<file path="config.mk">
export PLATFORM = sky130hd
export DESIGN_NAME = alu_arbiter
export DESIGN_NICKNAME = d
export VERILOG_FILES = /design/src/rtl/alu_arbiter_pkg.sv /design/src/rtl/alu_arbiter_rr_arb2.sv /design/src/rtl/alu_arbiter.sv
export SDC_FILE = /design/constraint.sdc
export NUM_CORES = 1
export LEC_CHECK = 0
export CORE_ASPECT_RATIO = 1.25
export CORE_MARGIN = 1
export CORE_UTILIZATION = 40
export DETAILED_ROUTE_END_ITERATION = 10
export PLACE_DENSITY = 0.88
export SLEW_MARGIN = 0
export SYNTH_ARGS = -nofsm -noshare
export SYNTH_HDL_FRONTEND = slang
export SYNTH_SLANG_ARGS = --single-unit
</file>
<file path="constraint.sdc">
create_clock -name clk -period 6.6 [get_ports clk]
set_input_delay 1.32 -clock clk [delete_from_list [all_inputs] [get_ports clk]]
set_output_delay 1.32 -clock clk [all_outputs]
set_load 0.01 [all_outputs]
</file>
<file path="src/rtl/alu_arbiter_pkg.sv">
// Shared ALU op-code constants and the arbiter FSM state encoding.
package alu_arbiter_pkg;

   localparam logic [3:0] ALU_ADD = 4'b0000;
   localparam logic [3:0] ALU_SUB = 4'b0001;
   localparam logic [3:0] ALU_NOT = 4'b0010;
   localparam logic [3:0] ALU_SLL = 4'b0011;
   localparam logic [3:0] ALU_SRL = 4'b0100;
   localparam logic [3:0] ALU_AND = 4'b0101;
   localparam logic [3:0] ALU_OR  = 4'b0110;
   localparam logic [3:0] ALU_SLT = 4'b0111;

   typedef enum logic [1:0] {
      ST_IDLE = 2'd0,
      ST_EXEC = 2'd1,
      ST_HOLD = 2'd2
   } state_t;

endpackage

</file>
<file path="src/rtl/alu_arbiter_rr_arb2.sv">
// Two-way grant logic: round-robin on ties, or requester 0 always wins when FIXED_PRIO=1.
module rr_arb2 #(
   parameter int FIXED_PRIO = 0
) (
   input  logic valid0,
   input  logic valid1,
   input  logic last_grant,
   output logic grant0,
   output logic grant1
);

   always_comb begin
      grant0 = 1'b0;
      grant1 = 1'b0;
      if (valid0 && valid1) begin
         // last_grant names the requester served previously; the other one wins the tie
         if ((FIXED_PRIO != 0) || last_grant) begin
            grant0 = 1'b1;
         end else begin
            grant1 = 1'b1;
         end
      end else begin
         grant0 = valid0;
         grant1 = valid1;
      end
   end

endmodule

</file>
<file path="src/rtl/alu_arbiter.sv">
// Shares one external combinational ALU between two requesters; one op in flight at a time.
//   state | meaning
//   IDLE  | no op in flight, may grant a requester
//   EXEC  | issue register drives the ALU, result captured at cycle end
//   HOLD  | response presented until rsp_ready; may grant the next op on handshake
module alu_arbiter
   import alu_arbiter_pkg::*;
#(
   parameter int FIXED_PRIO = 0
) (
   input  logic        clk,
   input  logic        rst,
   input  logic        req0_valid,
   output logic        req0_ready,
   input  logic [3:0]  req0_aluc,
   input  logic [4:0]  req0_shamt,
   input  logic [31:0] req0_a,
   input  logic [31:0] req0_b,
   input  logic        req1_valid,
   output logic        req1_ready,
   input  logic [3:0]  req1_aluc,
   input  logic [4:0]  req1_shamt,
   input  logic [31:0] req1_a,
   input  logic [31:0] req1_b,
   output logic [3:0]  alu_aluc,
   output logic [4:0]  alu_shamt,
   output logic [31:0] alu_in1,
   output logic [31:0] alu_in2,
   input  logic [31:0] alu_result,
   input  logic        alu_zero,
   output logic        rsp_valid,
   output logic        rsp_id,
   output logic [31:0] rsp_result,
   output logic        rsp_zero,
   input  logic        rsp_ready
);

   state_t state;
   logic   last_grant;
   logic   issue_id;
   logic   grant0;
   logic   grant1;
   logic   accept;
   logic   take;

   rr_arb2 #(.FIXED_PRIO(FIXED_PRIO)) u_arb (
      .valid0     (req0_valid),
      .valid1     (req1_valid),
      .last_grant (last_grant),
      .grant0     (grant0),
      .grant1     (grant1)
   );

   // rst gating keeps ready low while reset is held, even though state already reads IDLE
   assign accept     = !rst && ((state == ST_IDLE) || ((state == ST_HOLD) && rsp_ready));
   assign req0_ready = accept && grant0;
   assign req1_ready = accept && grant1;
   assign take       = req0_ready || req1_ready;

   always_ff @(posedge clk or posedge rst) begin
      if (rst) begin
         state      <= ST_IDLE;
         last_grant <= 1'b1;
         issue_id   <= 1'b0;
         alu_aluc   <= 4'd0;
         alu_shamt  <= 5'd0;
         alu_in1    <= 32'd0;
         alu_in2    <= 32'd0;
         rsp_valid  <= 1'b0;
         rsp_id     <= 1'b0;
         rsp_result <= 32'd0;
         rsp_zero   <= 1'b0;
      end else begin
         if (take) begin
            alu_aluc   <= req1_ready ? req1_aluc  : req0_aluc;
            alu_shamt  <= req1_ready ? req1_shamt : req0_shamt;
            alu_in1    <= req1_ready ? req1_a     : req0_a;
            alu_in2    <= req1_ready ? req1_b     : req0_b;
            issue_id   <= req1_ready;
            last_grant <= req1_ready;
         end
         case (state)
            ST_IDLE: begin
               if (take) state <= ST_EXEC;
            end
            ST_EXEC: begin
               rsp_result <= alu_result;
               rsp_zero   <= alu_zero;
               rsp_id     <= issue_id;
               rsp_valid  <= 1'b1;
               state      <= ST_HOLD;
            end
            ST_HOLD: begin
               if (rsp_ready) begin
                  rsp_valid <= 1'b0;
                  state     <= take ? ST_EXEC : ST_IDLE;
               end
            end
            default: state <= ST_IDLE;
         endcase
      end
   end

endmodule

</file>
Yosys cells after proc, flatten, opt, wreduce, memory -nomap -nowiden --
Cells that the tools add are included.
Word-level totals: word-level logic and storage cells 41, register bits after elaboration 112
Operators by class: reductions and logical operators 12, mux-type cells 14, equal/unequal tests 4
Operators with widths (number):
- $mux 32 | 2
- $mux 1 | 6
- $pmux 2 s3 | 1
- $logic_and 1x1->1 | 5
- $mux 5 | 1
- $mux 2 | 2
- $mux 4 | 1
- $ne 2x2->1 const B | 2
- $reduce_and 2->1 | 2
- $eq 2x1->1 const B | 1
- $eq 2x2->1 const B | 1
- $logic_not 2->1 | 1
- $logic_or 1x1->1 | 2
- $pmux 1 s2 | 1
- $reduce_bool 2->1 | 1
- $logic_not 1->1 | 1

Longest topological paths before layout --
depth after elaboration 9, mapped depth 6, depth with buffers taken out 3

Cells and area by module --
A second synthesis with hierarchy kept.
Unflattened totals: cells, all modules 446, area, all modules 5129.9 um^2
By module, submodules not included:
- alu_arbiter | sequential area each 2803.9 um^2, times used 1, cells each 443, area an instance 5111.2 um^2
- rr_arb2 | sequential area each 0.0 um^2, times used 1, cells each 3, area an instance 18.8 um^2

Worst setup path after synthesis --
Ideal clock, no wire load.
kind input -> output, from in rst, to out req1_ready, path slack 3.239 ns, required time 5.280 ns, data arrival time 2.041 ns, stages on the path 3, cell sequence or2_1 -> buf_6 -> nor3_1
Between the ends: cells in the longest elaborated chain, start to end 3
Ends and longest elaborated chain:
- start: declaration | RTL line alu_arbiter.sv:12 | input logic rst,
- $logic_not 1->1 (no source line)
- $logic_and 1x1->1 | RTL line alu_arbiter.sv:55 | assign accept = !rst && ((state == ST_IDLE) || ((state == ST_HOLD) && rsp_ready));
- $logic_and 1x1->1 | RTL line alu_arbiter.sv:57 | assign req1_ready = accept && grant1;
- end: declaration | RTL line alu_arbiter.sv:20 | output logic req1_ready,
No other way between the ends.

Final worst setup path --
Ends and elaborated chain as after synthesis.

==> impl_metrics.sql <==
INSERT INTO impl_metrics (metric_group, metric, value, unit) VALUES
('global_routing', 'first_pass_grt_wire_length', '31.0', 'mm'),
('global_routing', 'antenna_found_initial', '0', ''),
('cts', 'cts_resized', '0', ''),
('power', 'power', '0.00266', 'W'),
('final_layout', 'share_of_layout_cells_above_drive_strength_1', '13.2', '%'),
('setup_path', 'crit_type', 'input port to primary output', ''),
('setup_path', 'cp-start-kind', 'input port', ''),
('timing', 'finish_stage_setup_viols', '0', ''),
('drt', 'drc', '20', ''),
('cts', 'cts_buffers', '9', ''),
('status', 'outcome', 'complete, but fails checks', ''),
('final_layout', 'layout-area-overhead-vs-synth', '51.8', '%'),
('power', 'vdd_drop_max', '127', 'uV'),
('logic_synthesis', 'yosys.area.top_type_share', '46.3', '%'),
('power', 'power_density', '292', 'nW/um^2'),
('timing', 'timing.final.crit_share', '69.7', '%'),
('drt', 'routed_via_density', '6.15', ''),
('logic_synthesis', 'post-synth-top-area-cell', 'dfrtp_1', ''),
('drt', 'drt_iter0_markers', '503', ''),
('final_layout', 'count_of_antenna_diodes_in_the_layout', '0', ''),
('final_layout', 'most_frequent_cells_in_the_layout', 'clkdlybuf4s50_1, a31oi_1, dfrtp_1, nand4_1, o31ai_2', ''),
('cts', 'clock_sinks', '112', ''),
('cts', 'worst_setup_hold_path_clk_slew', '80', 'ps'),
('final_layout', 'mostFrequentLayoutCell', 'clkdlybuf4s50_1', ''),
('placed_design', 'place_hpwl', '13.3', 'mm'),
('run', 'maxCapViolCount', '0', ''),
('cts', 'holdBufCountCts', '0', ''),
('global_routing', 'grt_pass1_vias', '5760', ''),
('worst_hold_path', 'min_path_type', 'register to register', ''),
('timing', 'final-hold-violation-count', '0', ''),
('global_routing', 'total_congestion_overflow_after_global_routing', '0', ''),
('timing', 'slew_violations', '0', ''),
('setup_path', 'critical_path_peak_fanout', '33', ''),
('global_routing', 'combined_global_route_utilization_of_all_metal_layers', '25.2', '%'),
('timing', 'skew', '10.2', 'ps'),
('logic_synthesis', 'synth_seq_area_share', '46.7', '%'),
('drt', 'routed_wirelength', '19.8', 'mm'),
('logic_synthesis', 'netlist_top_cells_area', 'dfrtp_1, a31oi_1, o31ai_2, nand4_1, mux2_1', ''),
('setup_path', 'crit_arrival', '3280', 'ps'),
('timing', 'grt_setup_unrepaired', 'false', ''),
('cts', 'cts.root.buffer_cell', 'clkbuf_16', ''),
('placed_design', 'port_buffers', '293', ''),
('cts', 'clock_path_buffers', '2', ''),
('placed_design', 'gp_routability_congestion', '0.786', ''),
('power', 'p_switching', '0.000907', 'W'),
('logic_synthesis', 'postSynthCellCount', '545', ''),
('floorplan', 'height_of_the_die', '139', 'um'),
('logic_synthesis', 'area_of_the_mapped_netlist', '6010', 'um^2'),
('timing', 'achievable-frequency', '0.217', 'GHz'),
('power', 'total_leakage_power', '3.26', 'nW'),
('drt', 'detail_route.first_pass.iterations', '8', ''),
('floorplan', 'start_util', '41.3', '%'),
('setup_path', 'timing.critical_path.required', '5280', 'ps'),
('final_layout', 'fin_nets', '959', ''),
('power', 'pwr-share-clk', '20.6', '%'),
('cts', 'clock_insertion_delay_worst_skew', '350', 'ps'),
('power', 'power.combinational.fraction', '41.7', '%'),
('logic_synthesis', 'ys.warnings.count', '0', ''),
('floorplan', 'dieWidth', '112', 'um'),
('logic_synthesis', 'yosys_register_bits', '112', ''),
('logic_synthesis', 'post_synth.cell_area_avg', '11.0', 'um^2'),
('drt', 'post_drt_wl_per_cell', '20.7', 'um'),
('floorplan', 'std_cell_rows', '49', ''),
('cts', 'cts.repair_timing.setup_buffer_count', '0', ''),
('cts', 'clock_tree.htree_level_count', '3', ''),
('cts', 'tritoncts', 'done', ''),
('floorplan', 'io_pins', '294', ''),
('timing', 'worstMarginPinSlew', '1080', 'ps'),
('setup_path', 'setup.worst_path.end_class', 'primary output', ''),
('power', 'internal_power', '0.00176', 'W'),
('status', 'failed_checks', 'design-rule violations', ''),
('logic_synthesis', 'yosysUniqueCellTypes', '29', ''),
('floorplan', 'floorplan.die_area', '15500', 'um^2'),
('drt', 'dr_total_vias', '5895', ''),
('timing', 'fin_crit', '4600', 'ps'),
('global_routing', 'maximum_number_of_pins_on_one_net_before_global_route_repair', '105', ''),
('timing', 'slew_headroom', '27.9', '%'),
('power', 'swShare', '34.0', '%'),
('logic_synthesis', 'synth.net_count', '729', ''),
('floorplan', 'core_region_area', '14500', 'um^2'),
('timing', 'fin_tns_setup', '0', 'ps'),
('power', 'power.share.sequential', '37.8', '%'),
('drt', 'antenna_left', '0', '');
## cell usage after synthesis
cell type and count:
dfrtp_1 111, a21o_1 1, nor2b_1 1, o31ai_2 60
o31ai_1 13, or2_1 2, nor3_1 1, nand4_1 73
nand3_1 1, dfstp_2 1, a41oi_1 1, mux2_2 5
a21oi_1 3, a21boi_1 1, and2b_1 1, mux2_1 29
nand2_1 1, and3_1 1, buf_4 17, clkbuf_1 14
a21bo_1 1, nor2_2 1, inv_1 3, nand2b_1 1
a31oi_1 147, buf_6 3, buf_1 1, buf_2 50
o21bai_1 1
## cell families after synthesis
| family | Yosys count | synth area share (%) |
|---|---|---|
| AO/OA/AOI/OAI | 228 | 30.4 |
| buffers and inverters | 88 | 7.98 |
| flip-flops | 112 | 46.7 |
| multiplexers | 34 | 6.37 |
| AND/OR/NAND/NOR | 83 | 8.58 |
## flip-flops by register name, indices dropped and copies added, names as in the netlist
signal / count
rsp_valid: 1
last_grant: 1
rsp_result: 32
rsp_id: 1
rsp_zero: 1
state: 2
issue_id: 1
alu_shamt: 5
alu_aluc: 4
alu_in1: 32
alu_in2: 32
## power by group through the flow
stage | Combinational (W) | Sequential [W] | Clock [W]
after floorplan | 0.000411 | 0.00110 | 0
after global placement | 0.00109 | 0.00101 | 0
after detailed placement | 0.00112 | 0.00102 | 0
after CTS | 0.00112 | 0.00101 | 0.000558
after global routing | 0.00118 | 0.00103 | 0.000589
final | 0.00111 | 0.00101 | 0.000548
## final cells by class
type | count | area [um^2]
Fill cell | 1155 | 5420
Timing Repair Buffer | 304 | 3020
Sequential cell | 112 | 2800
Multi-Input combinational cell | 345 | 2760
Clock buffer | 9 | 225
Tap cell | 178 | 223
Clock inverter | 7 | 72.6
Inverter | 3 | 13.8
## critical path, stage by stage
cell and delay [ps]:
clkdlybuf4s50_1 510, or2_4 480, nor3_1 350, clkdlybuf4s50_1 620
## through the flow
stage / util, % / instance area [um^2] / worst slack (ps) / instances / hold WS, ps
after floorplan: - / 6010 / 2320 / 545 / 446
after global placement: 60.7 / 8820 / 2020 / 942 / 466
after detailed placement: 60.7 / 8820 / 1970 / 942 / 474
after CTS: 62.7 / 9110 / 1970 / 958 / 491
after global routing: 62.7 / 9110 / 1920 / 958 / 501
final: 62.7 / 9110 / 2000 / 958 / 486
## path summary, 6_finish.rpt
check	cells past startpoint	from	slack [ps]	to
setup / recovery	4	rst	2000	req1_ready
hold / removal	1	rsp_result[9]	490	rsp_result[9]
setup reg to reg	4	state[1]	4040	alu_in1[6]
hold reg to reg	1	rsp_result[9]	490	rsp_result[9]
max in group asynchronous	3	rst	3870	rsp_result[13]
min in group asynchronous	2	rst	1600	alu_in2[31]
## metal layers
metal | part of all wire, % | GRT usage, % | up-vias
met2 | 51 | 43.0 | 294
met5 | 0 | 0 | -
met1 | 38 | 29.9 | 2874
met4 | 4.2 | 13.4 | 0
met3 | 6.8 | 4.85 | 50
li1 | - | - | 2677
Note: power is estimated with default switching activity, not from simulation.
